[src/rtl/sumdif_pkg.sv]
// Shared types and constants for the sum/difference serial decoder.
package sumdif_pkg;

  localparam int W_DEF = 8;

  typedef enum logic {
    IDLE  = 1'b0,
    SHIFT = 1'b1
  } state_t;

  // Bit counter must hold 0..W.
  function automatic int cnt_w(input int w);
    return $clog2(w + 1);
  endfunction

endpackage

[src/rtl/serial_addsub_cell.sv]
// One-bit serial full adder (S+D) and full subtractor (S-D) sharing the
// input bits. Bit 0 of a frame seeds carry/borrow through load.
module serial_addsub_cell (
  input  logic clk,
  input  logic rst_n,
  input  logic load,
  input  logic step,
  input  logic s,
  input  logic d,
  output logic sum_bit,
  output logic diff_bit
);

  logic carry, borrow;

  assign sum_bit  = s ^ d ^ carry;
  assign diff_bit = s ^ d ^ borrow;

  // Carry/borrow flops: seed on bit 0, ripple on every later accepted bit.
  always_ff @(posedge clk or negedge rst_n) begin
    if (!rst_n) begin
      carry  <= 1'b0;
      borrow <= 1'b0;
    end else if (load) begin
      carry  <= s & d;
      borrow <= ~s & d;
    end else if (step) begin
      carry  <= (s & d) | (s & carry) | (d & carry);
      borrow <= (~s & d) | (~s & borrow) | (d & borrow);
    end
  end

endmodule

[src/rtl/sumdif_serial_decoder.sv]
// Bit-serial decoder: recovers A=(S+D)/2 and B=(S-D)/2 from LSB-first S/D
// frames of W+1 bits. Results appear one cycle after the last accepted bit.
// W must be at least 3.
module sumdif_serial_decoder
  import sumdif_pkg::*;
#(
  parameter int W = W_DEF
) (
  input  logic         clk,
  input  logic         rst_n,
  input  logic         sof,
  input  logic         bit_valid,
  input  logic         s_bit,
  input  logic         d_bit,
  output logic         busy,
  output logic         out_valid,
  output logic [W-1:0] a_out,
  output logic [W-1:0] b_out,
  output logic         parity_err
);

  localparam int CW = cnt_w(W);

  state_t        state, state_nxt;
  logic [CW-1:0] cnt;
  logic          load, step, last;
  logic          sum_bit, diff_bit, perr;
  // Bits A[0..W-2] / B[0..W-2]; the top bit comes straight from the cell.
  logic [W-2:0]  a_sr, b_sr;

  serial_addsub_cell u_cell (
    .clk      (clk),
    .rst_n    (rst_n),
    .load     (load),
    .step     (step),
    .s        (s_bit),
    .d        (d_bit),
    .sum_bit  (sum_bit),
    .diff_bit (diff_bit)
  );

  // State register.
  always_ff @(posedge clk or negedge rst_n) begin
    if (!rst_n) state <= IDLE;
    else        state <= state_nxt;
  end

  // Next state and strobes; sof always restarts a frame, even mid-frame.
  always_comb begin
    state_nxt = state;
    load      = bit_valid & sof;
    step      = bit_valid & ~sof & (state == SHIFT);
    last      = step & (cnt == CW'(W));
    if (load)      state_nxt = SHIFT;
    else if (last) state_nxt = IDLE;
  end

  assign busy = (state == SHIFT);

  // Bit counter, parity capture and result assembly.
  always_ff @(posedge clk or negedge rst_n) begin
    if (!rst_n) begin
      cnt  <= '0;
      perr <= 1'b0;
      a_sr <= '0;
      b_sr <= '0;
    end else if (load) begin
      cnt  <= CW'(1);
      perr <= s_bit ^ d_bit;
    end else if (step) begin
      cnt  <= cnt + CW'(1);
      a_sr <= {sum_bit, a_sr[W-2:1]};
      b_sr <= {diff_bit, b_sr[W-2:1]};
    end
  end

  // Output registers: load on the last bit, hold otherwise.
  always_ff @(posedge clk or negedge rst_n) begin
    if (!rst_n) begin
      out_valid  <= 1'b0;
      a_out      <= '0;
      b_out      <= '0;
      parity_err <= 1'b0;
    end else begin
      out_valid <= last;
      if (last) begin
        a_out      <= {sum_bit, a_sr};
        b_out      <= {diff_bit, b_sr};
        parity_err <= perr;
      end
    end
  end

endmodule

[config.mk]
export PLATFORM = sky130hd
export DESIGN_NAME = sumdif_serial_decoder
export DESIGN_NICKNAME = d
export VERILOG_FILES = /design/src/rtl/sumdif_pkg.sv /design/src/rtl/serial_addsub_cell.sv /design/src/rtl/sumdif_serial_decoder.sv
export SDC_FILE = /design/constraint.sdc
export NUM_CORES = 1
export LEC_CHECK = 0
export CORE_MARGIN = 4
export CORE_UTILIZATION = 35
export DETAILED_ROUTE_END_ITERATION = 7
export PLACE_DENSITY_LB_ADDON = 0.15
export SLEW_MARGIN = 20
export SYNTH_ARGS = -nofsm -noshare
export SYNTH_HDL_FRONTEND = slang
export SYNTH_SLANG_ARGS = --single-unit
export TNS_END_PERCENT = 30
[constraint.sdc]
create_clock -name clk -period 2.2 [get_ports clk]
set_input_delay 0.66 -clock clk [delete_from_list [all_inputs] [get_ports clk]]
set_output_delay 0.66 -clock clk [all_outputs]
set_load 0.03 [all_outputs]
=== Word level (Yosys, flattened, before mapping) ===
Cells that the tools add are included.

* $add $sub $neg: 1
* Equal/unequal tests: 1
* Multiplexer cells: 8
* Bitwise operators: 20
* Reduce and logical (&&, ||, !) cells: 3

{| class="wikitable"
|+ Operators by type and width
! operator !! count
|-
| AND 1 bit || 10
|-
| 2-to-1 mux 4 bit || 2
|-
| 2-to-1 mux 1 bit || 6
|-
| adder 4 x 1 -> 4 bit, second input constant || 1
|-
| equality test 4 bit, second input constant || 1
|-
| OR 1 bit || 4
|-
| nonzero test 2 bit || 2
|-
| inverter 1 bit || 3
|-
| bitwise XOR 1 bit || 3
|-
| AND reduction 2 bit || 1
|}

* Register bits after elaboration: 40
* Input bits: 6

=== Logic depth before layout (Yosys ltp) ===
Gate-level depths: netlist of run 1.

* Word-level depth: 6
* Gate-level depth with buffers: 6
* Mapped depth without buffers: 5

=== Cells and area by module ===
A second synthesis of run 1 with hierarchy kept.

* Cells, all modules: 113
* Area total of the unflattened synthesis: 1710.4 µm²

{| class="wikitable"
|+ Modules (own cells, without submodules)
! module !! times used !! cells an instance !! area an instance (µm²) !! seq. area each (µm²)
|-
| sumdif_serial_decoder || 1 || 99 || 1550.2 || 950.9
|-
| serial_addsub_cell || 1 || 14 || 160.2 || 50.0
|}

=== Worst setup path after synthesis of run 1 ===
No wires, ideal clock.

* Path type: in2reg
* Start point: in sof
* End point: reg a_out[2]
* Library setup time: 0.125 ns
* Arrival: 1.741 ns
* Setup slack: 0.334 ns
* Cell stages on the path: 4
* Path buffers: 1
* Path through: nand3b_4 -> nor3_4 -> buf_8 -> mux2_4

* Longest elaborated chain between the ends: 4

{| class="wikitable"
|+ Ends and longest elaborated chain
! element !! RTL line !! RTL
|-
| start, declared || sumdif_serial_decoder.sv:11 || <nowiki>input logic sof,</nowiki>
|-
| inverter 1 bit || sumdif_serial_decoder.sv:52 || <nowiki>step = bit_valid & ~sof & (state == SHIFT);</nowiki>
|-
| AND 1 bit (2 in series) || sumdif_serial_decoder.sv:52 ||
|-
| AND 1 bit || sumdif_serial_decoder.sv:53 || <nowiki>last = step & (cnt == CW'(W));</nowiki>
|-
| via last || sumdif_serial_decoder.sv:26 || <nowiki>logic load, step, last;</nowiki>
|-
| end signal, assigned || sumdif_serial_decoder.sv:87 || <nowiki>a_out <= {sum_bit, a_sr};</nowiki>
|-
| end, declared || sumdif_serial_decoder.sv:17 || <nowiki>output logic [W-1:0] a_out,</nowiki>
|}

The timed path passes the listed nets, and every way through them passes these cells.
A chain may end at the register's enable or synchronous reset.

=== Final worst setup path of run 1 ===
* Start point: reg state, in the netlist busy
* End point: out busy

{| class="wikitable"
|+ RTL lines
! element !! RTL line !! RTL
|-
| start, declared || sumdif_serial_decoder.sv:24 || <nowiki>state_t state, state_nxt;</nowiki>
|-
| start signal, assigned || sumdif_serial_decoder.sv:45 || <nowiki>else state <= state_nxt;</nowiki>
|-
| end, declared || sumdif_serial_decoder.sv:15 || <nowiki>output logic busy,</nowiki>
|}

No word-level cell between the ends.

==> results of run 1 <==
kinds of logic after synthesis:
family | count (synthesis) | share of synthesized area, %
compound gates | 16 | 5.43
fa+ha+maj | 6 | 5.29
buf+inv | 11 | 3.38
flops | 40 | 58.7
mux | 30 | 21.3
simple gates | 14 | 5.88
routing by layer:
metal	up-vias	GRT usage, %	wire length [µm]
li1	481	-	-
met1	489	14.2	1370
met2	22	16.4	1360
met3	7	4.06	149
met4	0	5.34	68
met5	-	0	0
power breakdown:
group          total (mW)  switching, mW  internal (mW)  leakage, nW
Combinational       0.958          0.460          0.498        0.424
Sequential           1.20          0.186           1.01        0.505
Clock               0.656          0.256          0.400       0.0645
synthesized netlist by cell type:
master,count
sky130_fd_sc_hd__nor4b_1,1
sky130_fd_sc_hd__fa_1,2
sky130_fd_sc_hd__clkbuf_1,1
sky130_fd_sc_hd__nor3_4,1
sky130_fd_sc_hd__o21ai_0,5
sky130_fd_sc_hd__mux2_2,22
sky130_fd_sc_hd__nand2_1,7
sky130_fd_sc_hd__o22ai_1,6
sky130_fd_sc_hd__buf_4,1
sky130_fd_sc_hd__buf_2,1
sky130_fd_sc_hd__nor2b_1,1
sky130_fd_sc_hd__a311o_1,1
sky130_fd_sc_hd__dfrtp_1,40
sky130_fd_sc_hd__a21oi_1,4
sky130_fd_sc_hd__mux2i_1,1
sky130_fd_sc_hd__nand4_1,1
sky130_fd_sc_hd__buf_8,1
sky130_fd_sc_hd__inv_1,7
sky130_fd_sc_hd__mux2_4,7
sky130_fd_sc_hd__nand3b_4,1
sky130_fd_sc_hd__and4b_1,1
sky130_fd_sc_hd__ha_1,4
sky130_fd_sc_hd__and3_1,1
how the worst max path moves through the flow:
stage                     slack (ns)      start       end
after global placement          0.05  bit_valid  a_out[0]
after detailed placement        0.02  bit_valid  a_out[0]
after CTS                       0.17       busy      busy
after floorplan                 0.33        sof  a_out[2]
final                           0.20       busy      busy
after global routing            0.13       busy      busy
state kept, by name, summed over array words and instances, names as in the netlist, 4 cells and up:
name and count:
a_out 8, b_sr 7, b_out 8, a_sr 7
cnt 4
metrics by stage:
stage | setup WS (ns) | cells | cell area [µm²] | utilization [%] | hold WS (ns)
finish | 0.195 | 219 | 2180 | 46.2 | 0.420
global route | 0.134 | 219 | 2180 | 46.2 | 0.463
CTS | 0.171 | 219 | 2180 | 46.2 | 0.430
detailed placement | 0.0227 | 211 | 2060 | 43.5 | 0.486
global placement | 0.0490 | 211 | 2060 | 43.5 | 0.481
floorplan | 0.334 | 117 | 1700 | - | 0.364
cell type report:
cell class	count	area, µm²
clock buffers	7	96.3
fillers	427	2540
well taps	67	83.8
flip-flops and latches	40	1000
clock inverters	1	30.0
inverters	7	26.3
multi-input cells	66	646
repair buffers	31	300
placed cells by master (no fill, tap or decap):
cell type                          n
sky130_fd_sc_hd__nor2b_1           1
sky130_fd_sc_hd__dfrtp_1          40
sky130_fd_sc_hd__o22ai_1           6
sky130_fd_sc_hd__a21oi_1           4
sky130_fd_sc_hd__o21ai_0           5
sky130_fd_sc_hd__nand3b_4          1
sky130_fd_sc_hd__inv_1             7
sky130_fd_sc_hd__buf_4             6
sky130_fd_sc_hd__buf_2             1
sky130_fd_sc_hd__mux2_2           22
sky130_fd_sc_hd__nand2_1           7
sky130_fd_sc_hd__ha_1              4
sky130_fd_sc_hd__and3_1            1
sky130_fd_sc_hd__clkdlybuf4s50_1  23
sky130_fd_sc_hd__fa_1              2
sky130_fd_sc_hd__buf_12            1
sky130_fd_sc_hd__mux2_4            7
sky130_fd_sc_hd__bufinv_16         1
sky130_fd_sc_hd__a311o_1           1
sky130_fd_sc_hd__mux2i_1           1
sky130_fd_sc_hd__and4b_1           1
sky130_fd_sc_hd__nor3_4            1
sky130_fd_sc_hd__nor4b_1           1
sky130_fd_sc_hd__nand4_1           1
sky130_fd_sc_hd__clkbuf_8          7
==> results.txt, run 1 <==
Startpoint of the lowest-slack register-to-register path: cnt[0]
Final period utilization: 91.1%
Antenna diode instance count: 0
Post-detailed-placement half-perimeter wirelength: 1970 µm
Required arrival time at the worst endpoint: 1.54 ns
Number of global-route vias before repair: 1035
Clock period minus final worst setup slack: 2.00 ns
FF-to-FF setup slack: 0.65 ns
Maximum clock frequency: 499 MHz
Number of max-cap violations: 0
Setup repair bufs after CTS: 0
Initial Util: 36.1%
Count of input and output buffers: 24
Global-route congestion overflow total: 0
TritonCTS clock tree: yes
Setup TNS: 0 ns
Clock slew at reported path FFs: 0.08 ns
Category of the critical setup timing path: register to output pin
Routed len/inst: 13.4 µm
Cells after Synth: 117
GR Util All Layers: 11.1%
Library cells used by synthesis: 23
Final Routed Wirelength: 2940 µm
TritonCTS buffer count: 5
Weighted congestion at the end of routability-driven global placement: 0.839
Synth warn: 0
Arrival time of data at the critical path endpoint: 1.34 ns
Boundary Pins: 25
Number of nets at the end of the flow: 163
Count of antenna-violating nets left after detailed routing: 0
Post-cts hold buffer count: 0
Cell class contributing the biggest share of worst-path delay: buffers and inverters
Number of gates resized after cts: 0
Transition time at the pin with the least slew margin: 0.499 ns
Horiz. Die Dim: 77.8 µm
First-pass GRT wire length: 5150 µm
Most area-consuming cells after synthesis: sky130_fd_sc_hd__dfrtp_1 59%, sky130_fd_sc_hd__mux2_2 15%, sky130_fd_sc_hd__mux2_4 6.2%
Maximum buffer depth of the clock tree: 2
Worst path buffer plus inverter count: 1
Number of levels in the clock H-tree: 2
Final Slew Violations: 0
Initial DRT Pass Iterations: 4
Via count: 999
Maximum net fanout on the critical path: 2
Setup repair after global routing missed its margin: no
Maximum number of pins on one net before global-route repair: 41
Cell with the biggest individual delay on the critical path: sky130_fd_sc_hd__clkdlybuf4s50_1
Die Outline Area: 0.00605 mm²
Proportion of synthesized chip area in sequential cells: 58.7%
Number of hold violations in the final report: 0
Type of the tightest min-delay check: input port to asynchronous set/reset pin
Delay of the slowest critical-path stage: 0.68 ns
Area growth from synthesis to layout: 28.1%
DRC violations left: 0
RR Endpoint: b_out[6]
Synthesized area per cell: 14.6 µm²
Share of final-layout standard cells stronger than drive strength 1: 30.9%
Insertion delay of the later-clocked pin in the worst-skew pair: 0.29 ns
Top-area cell type share of the netlist area: 58.7%
Run status: complete, no violations
FF-to-FF path depth: 6
Power per cell area: 1290 mW/mm²
Core box area: 0.00472 mm²
Total stage count of the critical path: 1
Root buffer cell: sky130_fd_sc_hd__clkbuf_8
Via density per instance: 4.56
Final-report setup violation count: 0
Kind of start point of the critical path: register
Lkg Pwr: 0.993 nW
Die extent in y: 77.8 µm
Most area-hungry cell type in the Yosys netlist: sky130_fd_sc_hd__dfrtp_1
Summed instance area of the synthesized netlist: 0.00170 mm²
Slew Limit Headroom: 66.7%
Total power draw: 2.81 mW
Worst clock skew: 0.00271 ns
Number of design-rule violations left by the first detailed-router iteration: 37
Number of placement rows: 25
Highest ir drop seen on vdd: 0.438 mV
Cell-by-cell listing of the critical path: clkdlybuf4s50_1
Capturing element type of the critical path: output pin
Number of antenna violations at the first check in global routing: 0
Net count after synthesis: 129
Count of state elements after synthesis: 40
Number of clock sinks seen by CTS: 40
Power figures use the tool's default switching activity.
==> run 2: changes to the inputs <==
CORE_UTILIZATION = 53   (was 35)
==> run 2 against run 1 <==
Global-route usage rose by 4.4 points. Hold slack got worse by 0.064 ns. Total power fell by 2.6%. Largest power group unchanged. Utilization rose by 23 points. Clock skew rose by 0.0038 ns. Worst setup slack got worse by 0.058 ns. Sequential power barely moved. Non-clock buffer count fell by 1. Cell area fell by 3.0%. Via count rose by 2.5%. Critical path type unchanged. Clock power fell by 13%.
==> results.txt, run 2 (synthesis results as in run 1) <==
Run status: complete, no violations
Arrival time of data at the critical path endpoint: 1.40 ns (+0.06 ns)
Final Routed Wirelength: 2820 µm (-4.1%)
Maximum buffer depth of the clock tree: 2 (unchanged)
Sequential Power Share: 44.0% (+1.4 points)
Internal power: 1.86 mW (-2.8%)
Metal2 WL: 1430 µm (+5.5%)
Switching share of total power: 32.2% (+0.19 points)
Number of levels in the clock H-tree: 2 (unchanged)
Power per cell area: 1290 mW/mm² (+0.42%)
Cell with the biggest individual delay on the critical path: sky130_fd_sc_hd__clkdlybuf4s50_1
Top flop regs: a_out (8), b_out (8)
Highest ir drop seen on vdd: 0.685 mV (+56%)
Worst clock skew: 0.00646 ns (+0.00376 ns)
Insertion delay of the later-clocked pin in the worst-skew pair: 0.34 ns (+0.05 ns)
Number of design-rule violations left by the first detailed-router iteration: 32 (-14%)
Initial DRT Pass Iterations: 4 (unchanged)
Capturing element type of the critical path: output pin
Number of hold violations in the final report: 0 (unchanged)
Number of nets at the end of the flow: 162 (-0.61%)
Most common cell after layout, fill and taps aside: sky130_fd_sc_hd__dfrtp_1
Footprint of the multi-input gates: 646 µm² (unchanged)
Final period utilization: 93.8% (+2.6 points)
Kind of start point of the critical path: register
Via density per instance: 5.28 (+16%)
Number of clock sinks seen by CTS: 40 (unchanged)
Top library cells by usage in the layout, fill and taps aside: 40 x sky130_fd_sc_hd__dfrtp_1, 23 x sky130_fd_sc_hd__clkdlybuf4s50_1, 22 x sky130_fd_sc_hd__mux2_2
Area growth from synthesis to layout: 24.3%
First-pass GRT wire length: 4890 µm (-5.2%)
Delay of the slowest critical-path stage: 0.68 ns (about the same)
Setup repair bufs after CTS: 0 (unchanged)
Combinational share of power: 35.1% (+1.1 points)
Type of the tightest min-delay check: input port to asynchronous set/reset pin
Clock slew at reported path FFs: 0.11 ns (+0.03 ns)
TritonCTS clock tree: yes
Root buffer cell: sky130_fd_sc_hd__clkbuf_4
Setup TNS: 0 ns (unchanged)
Worst path buffer plus inverter count: 1 (unchanged)
Global-route congestion overflow total: 0 (unchanged)
Count of antenna-violating nets left after detailed routing: 0 (unchanged)
Number of antenna violations at the first check in global routing: 0 (unchanged)
Routed len/inst: 14.5 µm (+8.2%)
Horiz. Die Dim: 64.7 µm (-17%)
Initial Util: 55.8% (+20 points)
Count of input and output buffers: 24 (unchanged)
Die Outline Area: 0.00419 mm² (-31%)
Area used by sequential logic in the layout: 0.00100 mm² (unchanged)
Required arrival time at the worst endpoint: 1.54 ns (about the same)
Setup repair after global routing missed its margin: no
Power dissipated by switching net loads: 883 µW (-2.0%)
Clock Power Share: 20.9% (-2.4 points)
GR Util All Layers: 15.5% (+4.4 points)
Cell class contributing the biggest share of worst-path delay: buffers and inverters
Number of placement rows: 20 (-20%)
Total stage count of the critical path: 1 (unchanged)
Transition time at the pin with the least slew margin: 0.492 ns (-0.00704 ns)
Via count: 1024 (+2.5%)
Share of final-layout standard cells stronger than drive strength 1: 30.0% (-0.92 points)
Routed length on met3: 145 µm (-2.7%)
Core box area: 0.00305 mm² (-35%)
Maximum clock frequency: 485 MHz (-2.8%)
Highest metal used: met4
Maximum number of pins on one net before global-route repair: 41 (unchanged)
Number of gates resized after cts: 0 (unchanged)
Boundary Pins: 25 (unchanged)
Die extent in y: 64.7 µm (-17%)
Length of routed wiring on met1: 1170 µm (-15%)
Final Slew Violations: 0 (unchanged)
Post-detailed-placement half-perimeter wirelength: 1910 µm (-3.1%)
Antenna diode instance count: 0 (unchanged)
Category of the critical setup timing path: register to output pin
Post-layout util: 69.4% (+23 points)
Total power draw: 2.74 mW (-2.6%)
Fillcell total: 235 (-45%)
Maximum net fanout on the critical path: 2 (unchanged)
Slew Limit Headroom: 67.2% (+0.47 points)
Weighted congestion at the end of routability-driven global placement: 0.732 (-13%)
DRC violations left: 0 (unchanged)
TritonCTS buffer count: 5 (unchanged)
Cell-by-cell listing of the critical path: clkdlybuf4s50_1
Lkg Pwr: 0.975 nW (-1.8%)
Final-report setup violation count: 0 (unchanged)
Number of max-cap violations: 0 (unchanged)
Post-cts hold buffer count: 0 (unchanged)
FF-to-FF path depth: 6 (unchanged)
Clock period minus final worst setup slack: 2.06 ns (+0.0577 ns)
Number of global-route vias before repair: 1085 (+4.8%)
## run 2: cell type report
| type | instances | share of cell area [%] |
|---|---|---|
| tap | 44 | 2.60 |
| clock buffer | 5 | 1.77 |
| multi-input combinational | 66 | 30.5 |
| inverter | 7 | 1.24 |
| clock inverter | 2 | 2.84 |
| sequential | 40 | 47.3 |
| timing repair buffer | 30 | 13.8 |
## run 2: worst paths after layout
| kind | slack, ns | from | end |
|---|---|---|---|
| worst max-delay path | 0.14 | busy | busy |
| worst min-delay path | 0.36 | rst_n | a_out[4] |
| worst max register to register | 0.59 | cnt[1] | b_out[0] |
| worst min register to register | 0.50 | perr | perr |
| max in group asynchronous | 1.50 | rst_n | b_out[0] |
| min in group clk | 0.50 | perr | perr |
## run 2: power by group through the flow
stage	clock network, mW	registers, mW	logic (mW)
2_1_floorplan	0	1.41	0.390
3_3_place_gp	0	1.21	0.942
3_5_place_dp	0	1.22	0.967
4_1_cts	0.589	1.21	0.977
5_1_grt	0.623	1.25	1.03
6_report	0.573	1.21	0.963
## run 2: per-layer routing
layer / vias up / GRT usage (%)
met2: 28 / 25.5
met5: - / 0
met1: 513 / 18.5
li1: 474 / -
met3: 9 / 4.16
met4: 0 / 7.92
## run 2: per-stage QoR
step                area, µm²  hold slack [ns]  setup WS, ns  std cells
global route             2120            0.376        0.0698        194
floorplan                1700            0.364         0.334        117
finish                   2120            0.356         0.137        194
detailed placement       2020            0.481        0.0235        187
CTS                      2120            0.360         0.126        194
global placement         2020            0.475        0.0616        187
==> RTL edit 1, RTL diff (config.mk and constraints of run 2) <==
Register the output `b_out` once more, cleared by the reset; this adds one clock of latency there. The other outputs are not delayed to match.
--- a/src/rtl/sumdif_serial_decoder.sv
+++ b/src/rtl/sumdif_serial_decoder.sv
@@ -20,6 +20,8 @@
 );
 
   localparam int CW = cnt_w(W);
+
+  logic [W-1:0] b_s0;
 
   state_t        state, state_nxt;
   logic [CW-1:0] cnt;
@@ -79,17 +81,25 @@
     if (!rst_n) begin
       out_valid  <= 1'b0;
       a_out      <= '0;
-      b_out      <= '0;
+      b_s0       <= '0;
       parity_err <= 1'b0;
     end else begin
       out_valid <= last;
       if (last) begin
         a_out      <= {sum_bit, a_sr};
-        b_out      <= {diff_bit, b_sr};
+        b_s0       <= {diff_bit, b_sr};
         parity_err <= perr;
       end
     end
   end
 
+  always_ff @(posedge clk or negedge rst_n) begin
+    if (!rst_n) begin
+      b_out <= '0;
+    end else begin
+      b_out <= b_s0;
+    end
+  end
+
 endmodule
 
Formal check against the unedited RTL: not equivalent (Yosys sat finds a counterexample within 10 cycles, from zero or initial values and one cycle with rst_n low).
==> RTL edit 1 against run 2 <==
First-iteration DRC count up 72%. Final area is 8.7% higher. Power grew 1.9%. Routed wire length is 0.14% lower. Synthesized area is 12% higher. Global-route usage decreased by 0.85 points. Sequential cell count rose by 8. Worst setup slack got worse by 15 ps. Largest power group unchanged.
==> RTL edit 1: results <==
INSERT INTO impl_metrics (metric_group, metric, value, unit) VALUES
('finish', 'final_nets', '170', ''),
('synthesis', 'synth.area.mux_share', '0.191', ''),
('synthesis', 'ys_top_cells_by_area', 'dfrtp_1 63%, mux2_2 13%, mux2_4 5.5%', ''),
('sta', 'slew_headroom', '0.574', ''),
('clock_tree', 'clkLatencyLatePin', '360', 'ps'),
('placement', 'place.detailed.hpwl', '1990', 'um'),
('finish', 'clock_area_frac', '0.0288', ''),
('power', 'switching_share', '0.332', ''),
('finish', 'largestRegisters', 'a_out (8), b_out (8), b_s0 (8)', ''),
('power', 'total_leakage_power', '0.00106', 'uW'),
('finish', 'register_area', '0.00120', 'mm2'),
('power', 'share_comb_of_total_power', '0.345', ''),
('outcome', 'status', 'finished clean', ''),
('finish', 'nFillCells', '244', ''),
('global_routing', 'grt_util_all_layers', '0.146', ''),
('power', 'power_sequential', '1410', 'uW'),
('global_routing', 'grt_start_max_net_pins', '29', ''),
('power', 'report.power.total', '2790', 'uW'),
('synthesis', 'syn_nets', '137', ''),
('global_routing', 'grt_util_met1', '0.186', ''),
('global_routing', 'grt_first_pass_wirelength', '4840', 'um'),
('finish', 'non_clock_buffer_area_share', '0.133', ''),
('synthesis', 'synth_compound_area_frac', '0.0486', ''),
('route', 'post_drt_via_cell_ratio', '5.18', ''),
('worst_setup_path', 'worst-endpoint-arrival', '1420', 'ps');
RTL edit 1: cell types whose count changed after synthesis:
| cell | before | now |
|---|---|---|
| dfrtp_1 | 40 | 48 |
RTL edit 1: worst paths after layout:
path | from | endpoint | slack (ps) | cells after the start
min in group clk | b_s0[7] | b_out[7] | 380 | 0
max reg2reg | cnt[1] | a_out[0] | 650 | 6
min reg2reg | b_s0[7] | b_out[7] | 380 | 0
max | a_out[7] | a_out[7] | 120 | 1
max in group asynchronous | rst_n | a_sr[6] | 1370 | 2
min | rst_n | b_out[2] | 300 | 1
RTL edit 1: routing by layer:
metal	share of wire	vias to the layer above
li1	-	500
met1	0.45	533
met2	0.48	22
met3	0.051	7
met4	0.023	0
met5	0	-
RTL edit 1: metrics by stage:
step	cells	util	instance area, um2
after floorplan	125	-	1900
after global placement	197	0.655	2240
after detailed placement	197	0.655	2240
after CTS	205	0.674	2300
after global routing	205	0.674	2300
final	205	0.674	2300
==> RTL edit 2, RTL diff (settings of run 2) <==
Without the edit above. Change the package constant `W_DEF` from 8 to 12.
--- a/src/rtl/sumdif_pkg.sv
+++ b/src/rtl/sumdif_pkg.sv
@@ -1,7 +1,7 @@
 // Shared types and constants for the sum/difference serial decoder.
 package sumdif_pkg;
 
-  localparam int W_DEF = 8;
+  localparam int W_DEF = 12;
 
   typedef enum logic {
     IDLE  = 1'b0,
Interface: changed (resized a_out and b_out); port bits go from 25 to 33. No check against the original RTL was run, so the function may have changed too.
==> RTL edit 2 against run 2 <==
Sequential cell count up 16. Final area up 36%. First-iteration DRC count rose to 2.8 times the old value. Die area up 34%. Power down 0.76%. Routed wire length up 37%. Worst setup slack better by 22 ps. Clock skew down 1.1 ps. Synthesized area up 39%.
==> RTL edit 2: results <==
INSERT INTO impl_metrics (metric_group, metric, value, unit) VALUES
('outcome', 'status', 'finished clean', ''),
('route', 'routed-via-count', '1329', ''),
('synthesis', 'syn-mean-instance-area', '15.5', 'um2'),
('finish', 'drive_above_1_share', '0.325', ''),
('sta', 'final.min_clock_period', '2040', 'ps'),
('finish', 'final_cells', '246', ''),
('worst_setup_path', 'worst-endpoint-arrival', '1380', 'ps'),
('synthesis', 'syn_nets', '165', ''),
('finish', 'final_nets', '205', ''),
('synthesis', 'synthDistinctLibCells', '27', ''),
('sta', 'worst_clock_skew', '5.36', 'ps'),
('global_routing', 'grt_first_pass_wirelength', '6540', 'um'),
('clock_tree', 'reg_clk_slew_reported_paths', '90', 'ps'),
('power', 'irDropWorstVdd', '557', 'uV'),
('placement', 'buffers_on_ports', '32', ''),
('worst_setup_path', 'worstSetupStartpoint', 'b_out[10]', ''),
('clock_tree', 'clock-root-buffer', 'clkbuf_8', ''),
('placement', 'dpl_worst_slack', '-26.8', 'ps'),
('power', 'p_switching', '754', 'uW'),
('finish', 'largestRegisters', 'a_out (12), b_out (12)', '');
==> RTL edit 2: worst reg2reg max path, stage by stage (launching register included) <==
cell	delay, ps
dfrtp_1	410
inv_1	110
ha_1	170
nand3_2	160
nor2_8	160
buf_12	160
mux2_2	340
==> RTL edit 2: kinds of logic after synthesis <==
logic type | count (synthesis) | synth area share
and+or+nand+nor | 16 | 0.0443
DFF | 56 | 0.591
adders and majority gates | 6 | 0.0380
buffers and inverters | 12 | 0.0380
AOI/OAI and AO/OA | 18 | 0.0454
muxes | 45 | 0.244
==> RTL edit 2: worst paths after layout <==
kind                                  end  cells after the start
worst min register to register       perr                      2
max in group asynchronous         a_sr[8]                      2
min in group clk                     perr                      2
worst max-delay path            b_out[10]                      1
worst max register to register   a_out[2]                      6
worst min-delay path            out_valid                      1
==> RTL edit 2: layer usage <==
metal	vias to the layer above	GRT usage	routed length, um
met5	-	0	0
met1	672	0.200	1700
met4	0	0.0593	63
li1	623	-	-
met3	6	0.0401	170
met2	28	0.257	1920
==> RTL edit 2: area by class of cell <==
class | instances | area, um2
inverters | 5 | 18.8
repair buffers | 40 | 413
multi-input cells | 85 | 881
flip-flops and latches | 56 | 1400
clock inverters | 2 | 35.0
clock buffers | 6 | 72.6
fillers | 301 | 1470
well taps | 52 | 65.1
==> RTL edit 2: power by group through the flow <==
stage	Clock [uW]	Combinational, uW	Sequential (uW)
finish	643	590	1490
global route	711	644	1530
CTS	664	602	1490
detailed placement	0	598	1510
global placement	0	574	1490
floorplan	0	332	1530
==> RTL edit 2: per-stage QoR <==
stage,hold WS (ps),util,cell area (um2)
6_report,339,0.663,2890
5_1_grt,375,0.663,2890
4_1_cts,356,0.663,2890
3_5_place_dp,491,0.638,2780
3_3_place_gp,470,0.638,2780
2_1_floorplan,364,-,2370
